--- src/rtl/mw_pipe_reg_if.sv ---
// mw_pipe_reg_if
//   Bundle between the memory stage, the M/W pipeline register and the
//   writeback stage.
//   Build option: LOAD_EXT_EN (see mw_pipe_reg.sv) changes only what the
//   register does with DMreadM. It does not change this bundle.
//
//   master : memory-stage side. Drives stall/flush and the M bundle, and
//            observes the W bundle.
//   slave  : the pipeline register itself.
//
//   Signals
//     stall, flush                     hazard control into the register
//     Instr_M, PC_M, A3M, ALUoutM,     M-stage result bundle
//     DMreadM
//     Instr_W, PC_W, A3W, ALUoutW,     registered W-stage bundle
//     DMread
//     valid_W                          W holds a real instruction
//     retire_cnt                       retired-instruction counter
interface mw_pipe_reg_if #(
  parameter int CNT_W = 32
);
  logic             stall;
  logic             flush;
  logic [31:0]      Instr_M;
  logic [31:0]      PC_M;
  logic [4:0]       A3M;
  logic [31:0]      ALUoutM;
  logic [31:0]      DMreadM;

  logic [31:0]      Instr_W;
  logic [31:0]      PC_W;
  logic [4:0]       A3W;
  logic [31:0]      ALUoutW;
  logic [31:0]      DMread;
  logic             valid_W;
  logic [CNT_W-1:0] retire_cnt;

  modport master (
    output stall, flush, Instr_M, PC_M, A3M, ALUoutM, DMreadM,
    input  Instr_W, PC_W, A3W, ALUoutW, DMread, valid_W, retire_cnt
  );

  modport slave (
    input  stall, flush, Instr_M, PC_M, A3M, ALUoutM, DMreadM,
    output Instr_W, PC_W, A3W, ALUoutW, DMread, valid_W, retire_cnt
  );
endinterface

--- src/rtl/mw_pipe_reg.sv ---
// mw_pipe_reg
//   M/W pipeline register. It captures the memory-stage result bundle on
//   each rising edge and presents it to the writeback stage. It can hold
//   its contents (stall), load a bubble (flush), track whether W holds a
//   real instruction (valid_W), and count instructions that leave W.
//
//   Build option LOAD_EXT_EN
//     defined   : DMread loads byte/half/word extended load data. The
//                 opcode comes from Instr_M[31:26] and the byte offset
//                 from ALUoutM[1:0].
//     undefined : DMread loads DMreadM unmodified.
//
//   Parameters
//     PC_RST   PC value presented on PC_W after reset or flush
//     CNT_W    width of the retire counter
//
//   Ports
//     clk      rising-edge clock
//     reset    synchronous, active-low reset
//     bus      mw_pipe_reg_if.slave. Carries stall/flush, the M inputs
//              and the W outputs.
//
//   Every output comes straight from a flop. No combinational path
//   runs from any input to any output.
module mw_pipe_reg #(
  parameter logic [31:0] PC_RST = 32'h0000_3000,
  parameter int          CNT_W  = 32
) (
  input  logic          clk,
  input  logic          reset,
  mw_pipe_reg_if.slave  bus
);

  logic [31:0]      r_instr;
  logic [31:0]      r_pc;
  logic [4:0]       r_a3;
  logic [31:0]      r_alu;
  logic [31:0]      r_dm;
  logic             r_valid;
  logic [CNT_W-1:0] r_retire_cnt;

  logic [31:0]      w_dm_load;
  logic             w_hold;
  logic             w_retire;

`ifdef LOAD_EXT_EN
  function automatic logic [31:0] load_ext(
    input logic [31:0] word,
    input logic [5:0]  op,
    input logic [1:0]  off
  );
    logic [7:0]  b;
    logic [15:0] h;
    case (off)
      2'd0:    b = word[7:0];
      2'd1:    b = word[15:8];
      2'd2:    b = word[23:16];
      default: b = word[31:24];
    endcase
    // off[0] is ignored for halfwords. A misaligned lh reads the half
    // that contains the addressed byte.
    h = off[1] ? word[31:16] : word[15:0];
    case (op)
      6'b100000: load_ext = {{24{b[7]}}, b};
      6'b100100: load_ext = {24'h0, b};
      6'b100001: load_ext = {{16{h[15]}}, h};
      6'b100101: load_ext = {16'h0, h};
      default:   load_ext = word;
    endcase
  endfunction

  assign w_dm_load = load_ext(bus.DMreadM, bus.Instr_M[31:26], bus.ALUoutM[1:0]);
`else
  assign w_dm_load = bus.DMreadM;
`endif

  // Flush overrides stall, so a flush edge always moves W forward.
  assign w_hold   = bus.stall & ~bus.flush;
  // The instruction currently in W leaves on every edge that W is not held.
  assign w_retire = r_valid & ~w_hold;

  always_ff @(posedge clk) begin
    if (!reset) begin
      r_instr      <= 32'h0;
      r_pc         <= PC_RST;
      r_a3         <= 5'd0;
      r_alu        <= 32'h0;
      r_dm         <= 32'h0;
      r_valid      <= 1'b0;
      r_retire_cnt <= '0;
    end else begin
      if (w_retire)
        r_retire_cnt <= r_retire_cnt + 1'b1;

      if (bus.flush) begin
        r_instr <= 32'h0;
        r_pc    <= PC_RST;
        r_a3    <= 5'd0;
        r_alu   <= 32'h0;
        r_dm    <= 32'h0;
        r_valid <= 1'b0;
      end else if (!bus.stall) begin
        r_instr <= bus.Instr_M;
        r_pc    <= bus.PC_M;
        r_a3    <= bus.A3M;
        r_alu   <= bus.ALUoutM;
        r_dm    <= w_dm_load;
        r_valid <= 1'b1;
      end
    end
  end

  assign bus.Instr_W    = r_instr;
  assign bus.PC_W       = r_pc;
  assign bus.A3W        = r_a3;
  assign bus.ALUoutW    = r_alu;
  assign bus.DMread     = r_dm;
  assign bus.valid_W    = r_valid;
  assign bus.retire_cnt = r_retire_cnt;

endmodule

--- src/flat_wrapper.sv ---
// flat-port wrapper written by rule: the top's interface ports become plain ports
module mw_pipe_reg_flat 
#(
  parameter logic [31:0] PC_RST = 32'h0000_3000,
  parameter int          CNT_W  = 32
)
  (clk, reset, bus_stall, bus_flush, bus_Instr_M, bus_PC_M, bus_A3M, bus_ALUoutM, bus_DMreadM, bus_Instr_W, bus_PC_W, bus_A3W, bus_ALUoutW, bus_DMread, bus_valid_W, bus_retire_cnt);
  mw_pipe_reg_if #(.CNT_W(CNT_W)) bus_i ();
  input  logic clk;
  input  logic reset;
  input wire logic [$bits(bus_i.stall)-1:0] bus_stall;
  input wire logic [$bits(bus_i.flush)-1:0] bus_flush;
  input wire logic [$bits(bus_i.Instr_M)-1:0] bus_Instr_M;
  input wire logic [$bits(bus_i.PC_M)-1:0] bus_PC_M;
  input wire logic [$bits(bus_i.A3M)-1:0] bus_A3M;
  input wire logic [$bits(bus_i.ALUoutM)-1:0] bus_ALUoutM;
  input wire logic [$bits(bus_i.DMreadM)-1:0] bus_DMreadM;
  output wire logic [$bits(bus_i.Instr_W)-1:0] bus_Instr_W;
  output wire logic [$bits(bus_i.PC_W)-1:0] bus_PC_W;
  output wire logic [$bits(bus_i.A3W)-1:0] bus_A3W;
  output wire logic [$bits(bus_i.ALUoutW)-1:0] bus_ALUoutW;
  output wire logic [$bits(bus_i.DMread)-1:0] bus_DMread;
  output wire logic [$bits(bus_i.valid_W)-1:0] bus_valid_W;
  output wire logic [$bits(bus_i.retire_cnt)-1:0] bus_retire_cnt;
  assign bus_i.stall = bus_stall;
  assign bus_i.flush = bus_flush;
  assign bus_i.Instr_M = bus_Instr_M;
  assign bus_i.PC_M = bus_PC_M;
  assign bus_i.A3M = bus_A3M;
  assign bus_i.ALUoutM = bus_ALUoutM;
  assign bus_i.DMreadM = bus_DMreadM;
  assign bus_Instr_W = bus_i.Instr_W;
  assign bus_PC_W = bus_i.PC_W;
  assign bus_A3W = bus_i.A3W;
  assign bus_ALUoutW = bus_i.ALUoutW;
  assign bus_DMread = bus_i.DMread;
  assign bus_valid_W = bus_i.valid_W;
  assign bus_retire_cnt = bus_i.retire_cnt;
  mw_pipe_reg #(.PC_RST(PC_RST), .CNT_W(CNT_W)) u_core (.clk(clk), .reset(reset), .bus(bus_i));
endmodule
--- config.mk ---
export PLATFORM = sky130hd
export DESIGN_NAME = mw_pipe_reg_flat
export DESIGN_NICKNAME = d
export VERILOG_FILES = /design/src/rtl/mw_pipe_reg_if.sv /design/src/rtl/mw_pipe_reg.sv /design/src/flat_wrapper.sv
export SDC_FILE = /design/constraint.sdc
export NUM_CORES = 1
export LEC_CHECK = 0
export CORE_ASPECT_RATIO = 0.7
export CORE_MARGIN = 2
export CORE_UTILIZATION = 25
export CTS_CLUSTER_DIAMETER = 50
export DETAILED_ROUTE_END_ITERATION = 10
export PLACE_DENSITY = 0.51
export SLEW_MARGIN = 15
export SYNTH_ARGS = -nofsm -noshare
export SYNTH_HDL_FRONTEND = slang
export SYNTH_SLANG_ARGS = --single-unit
--- constraint.sdc ---
create_clock -name clk -period 2.4 [get_ports clk]
set_input_delay 0.48 -clock clk [delete_from_list [all_inputs] [get_ports clk]]
set_output_delay 0.48 -clock clk [all_outputs]
set_load 0.005 [all_outputs]
# ---- Word-level counts from Yosys, hierarchy flattened
# Index checks and enable logic that the tools add are counted.
dict set report word_totals {
  output_inout_bits 166
  reg_bits 166
  input_bits 137
}
dict set report classes {
  n_reduce_logical 1
  n_bitwise 5
  addsub 1
}
# cell count
set op_table {}
lappend op_table {{adder 32 x 1 -> 32 bit (second input constant)} 1}
lappend op_table {{inverter 1 bit} 3}
lappend op_table {{AND 1 bit} 2}
lappend op_table {{OR reduction 2 bit} 1}

# ---- Depth between registers and ports, before layout
dict set report logic_depth {
  ltp_word 4
  mapped_depth 7
  depth_no_buf 6
}

# ---- Least setup slack after synthesis
# Ideal clock, no wire load.
dict set report synth_timing {
  path_kind {input -> register}
  start {in bus_flush}
  end {reg u_core.r_retire_cnt[27] (netlist: u_core.bus.retire_cnt[27])}
  path_stages 6
  setup_time_ps 70
  setup_slack_ps 455
  required_ps 2330
  arrival_ps 1875
  path_cell_list {nand2b_2 -> nand4_4 -> or3_4 -> buf_6 -> or4_1 -> a21oi_1}
}
dict set report synth_via {
  elab_chain_len 4
}
# element line
set synth_lines {}
lappend synth_lines {{start, declared} flat_wrapper.sv:12} ;# input wire logic [$bits(bus_i.flush)-1:0] bus_flush;
lappend synth_lines {{inverter 1 bit} mw_pipe_reg.sv:78} ;# assign w_hold = bus.stall & ~bus.flush;
lappend synth_lines {{AND 1 bit} mw_pipe_reg.sv:78}
lappend synth_lines {{inverter 1 bit} mw_pipe_reg.sv:80} ;# assign w_retire = r_valid & ~w_hold;
lappend synth_lines {{AND 1 bit} mw_pipe_reg.sv:80}
lappend synth_lines {{end signal, assigned} mw_pipe_reg.sv:93} ;# r_retire_cnt <= r_retire_cnt + 1'b1;
lappend synth_lines {{end, declared} mw_pipe_reg.sv:40} ;# logic [CNT_W-1:0] r_retire_cnt;
# No other way between the ends.
# A chain may end at the register's enable or synchronous reset.

# ---- Worst setup path in the final report
dict set report layout_timing {
  start {reg u_core.r_valid (netlist: u_core.bus.valid_W)}
  end {out bus_valid_W}
}
# element line
set layout_lines {}
lappend layout_lines {{start, declared} mw_pipe_reg.sv:39} ;# logic r_valid;
lappend layout_lines {{start signal, assigned} mw_pipe_reg.sv:89} ;# r_valid <= 1'b0;
lappend layout_lines {{start signal, assigned} mw_pipe_reg.sv:101} ;# r_valid <= 1'b0;
lappend layout_lines {{start signal, assigned} mw_pipe_reg.sv:108} ;# r_valid <= 1'b1;
lappend layout_lines {{end, declared} flat_wrapper.sv:23} ;# output wire logic [$bits(bus_i.valid_W)-1:0] bus_valid_W;
# No word-level cell between the ends.

==> impl_metrics.yaml <==
status:
  run_status: "finished, final reports clean"
clocking:
  clockRootBuffer: "clkbuf_16"
  cts.htree.levels: 4
  cts_hold_buf: 0
  clock_sinks: 166
  cts_setup_buffers: 0
  cts_buffers: 17
  cts_tree: "built"
  clkSlewWorstSetupHoldPaths_ps: 60
  cts.path.max_buffers: 2
  cts_resized: 0
  clk_latency_ps: 420
synthesis:
  netlist_area_mm2: 0.00619
  ys_ff_latch: 166
  avgSynthCellArea_um2: 10.2
  yosysSeqAreaShare_pct: 53.7
  synth_cell_types: 38
  yosys_most_used_dff: "dfxtp_1"
  yosysTopAreaCellShare_pct: 53.7
  syn_nets: 747
  synth_enable_flop_cells: 0
  yosys-top-cells-area: "dfxtp_1 (54%), mux2i_1 (21%), nor2_1 (9.0%)"
  synthCells: 609
  yosysWarnings: 0
  async_flop_share_pct: 0
  yosys.area.top_type: "dfxtp_1"
worst_setup_path:
  cp.arrival_ps: 1570
  end_kind: "output pin"
  worst-r2r-cell-count: 5
  cp_slowest_stage_delay_ps: 570
  start_kind: "flip-flop"
  rr_endpoint: "u_core.bus.retire_cnt[29]"
  path_max_fanout: 7
  required_ps: 1920
  path_cells: "buf_4 > clkdlybuf4s50_1"
  reg2reg_from: "u_core.bus.retire_cnt[12]"
  r2r_slack_ps: 430
  critPathKind: "flip-flop to output pin"
  cp_slowest_cell: "clkdlybuf4s50_1"
pwr:
  power.leakage_nw: 3.91
  power_mw: 6.15
  power.density_mw_per_mm2: 607
  max-vdd-ir-drop_mv: 0.459
place:
  place_ws_ps: -33.9
  portBuffers: 302
  gp_congestion: 0.715
  placed_area_mm2: 0.00959
  post-dp-hpwl_um: 13400
finish:
  area_delta_synth_final_pct: 63.7
  drive_above_1_share_pct: 5.79
  fillers: 2400
  multi_input_area_mm2: 0.00269
  final_common_cell: "clkdlybuf4s50_1"
  seqCellArea_mm2: 0.00332
  mostFrequentLayoutCells: "clkdlybuf4s50_1 (301), dfxtp_1 (166), nor2_1 (148)"
  n_antenna_cell: 0
  layout.nets: 1043
  finalInstanceArea_mm2: 0.0101
floorplanning:
  io_pins: 303
  num_rows: 48
  die_h_um: 136
  die_area_mm2: 0.0261
  die_w_um: 192
  coreArea_mm2: 0.0245
  start_util_pct: 25.3
sta:
  rsz0062_at_grt: "false"
  layout_setup_ws_ps: 355
  setup_viol: 0
  hold_viol_final: 0
  period_share_pct: 85.2
  finClkSkew_ps: 5.31
  drv_slew: 0
  setup_tns_ps: 0
  worst_slew_pin_slew_ps: 1190
  slew_headroom_pct: 20.9
  whs_ps: 463
  timing.fmax_mhz: 489
  min_period_ps: 2050
route:
  wl_per_cell_um: 15.4
  firstDrtPassIters: 4
  met1Wirelength_um: 8410
  wirelength_um: 19100
  vias_per_cell: 4.25
  drc: 0
  wl_met2_um: 7750
  top_layer_used: "met4"
  drtIter0Drc: 142
  wl_met3_um: 2600
  via_count: 5278
  postRouteAntennaNets: 0
job:
  maxCapViolations: 0
min_path:
  hold_path_class: "flip-flop to flip-flop"
  hold_depth: 1
  whs_endpoint: "u_core.bus.PC_W[12]"
  hp-start: "u_core.bus.PC_W[12]"
global_routing:
  antenna_found_initial: 0
  grt_first_pass_wirelength_um: 28800
  grt_max_degree: 137
  grt_usage_pct: 14.5
  grt_pass1_vias: 5155
  overflow: 0
routing by layer:
| metal | up-vias | global-route usage (%) |
|---|---|---|
| li1 | 2656 | - |
| met2 | 203 | 20.5 |
| met3 | 23 | 9.04 |
| met1 | 2396 | 17.7 |
| met5 | - | 0 |
| met4 | 0 | 4.92 |
through the flow:
stage               util [%]  cells
CTS                     41.4   1241
floorplan                  -    609
detailed placement      39.1   1211
finish                  41.4   1241
global placement        39.1   1211
global route            41.4   1241
worst max path at each step:
stage | startpoint | end | cells after the start
detailed placement | bus_flush | u_core.bus.retire_cnt[29] | 6
finish | u_core.bus.valid_W | bus_valid_W | 2
floorplan | bus_flush | u_core.bus.retire_cnt[27] | 6
CTS | u_core.bus.valid_W | bus_valid_W | 2
global placement | bus_flush | u_core.bus.retire_cnt[29] | 6
global route | u_core.bus.valid_W | bus_valid_W | 2
cell type report:
type / instances / share of cell area (%)
clock buffers: 22 / 4.58
clock inverters: 8 / 0.753
multi-input cells: 400 / 26.5
well taps: 325 / 4.01
inverters: 5 / 0.185
flip-flops and latches: 166 / 32.8
repair buffers: 315 / 31.2
kinds of logic (layout without fill, tap and decap cells):
kind of cell / count (synthesis) / in the layout / synth area share [%]
AO/OA/AOI/OAI: 32 / 32 / 2.91
buffers and inverters: 43 / 350 / 3.07
multiplexers: 131 / 131 / 21.2
XOR/XNOR: 17 / 17 / 2.41
AND/OR/NAND/NOR: 219 / 219 / 16.6
adder cells (fa/ha/maj): 1 / 1 / 0.202
flip-flops: 166 / 166 / 53.7
power by group:
part	internal (mW)	switching (mW)
logic	0.445	0.244
clock network	1.47	1.12
registers	2.83	0.0388
total	4.75	1.41
critical path, delay by kind of cell (launching register included):
| kind | cells | cell delay [ps] |
|---|---|---|
| buffers and inverters | 2 | 750 |
| DFF | 1 | 390 |
cell usage after synthesis (all sizes together) (8+ instances only):
master and instances:
nand3 12, nor4 8, nand2 15, dfxtp 166, xnor2 14, clkbuf 22, o21ai 9, nor2 148
mux2i 131, or3 11, a21oi 16, buf 16
sequential cells by signal, indices dropped and copies added, names as in the netlist:
name,count
u_core.bus.retire_cnt,32
u_core.bus.Instr_W,32
u_core.bus.valid_W,1
u_core.bus.PC_W,32
u_core.bus.A3W,5
u_core.bus.DMread,32
u_core.bus.ALUoutW,32
Power figures use the tool's default switching activity.
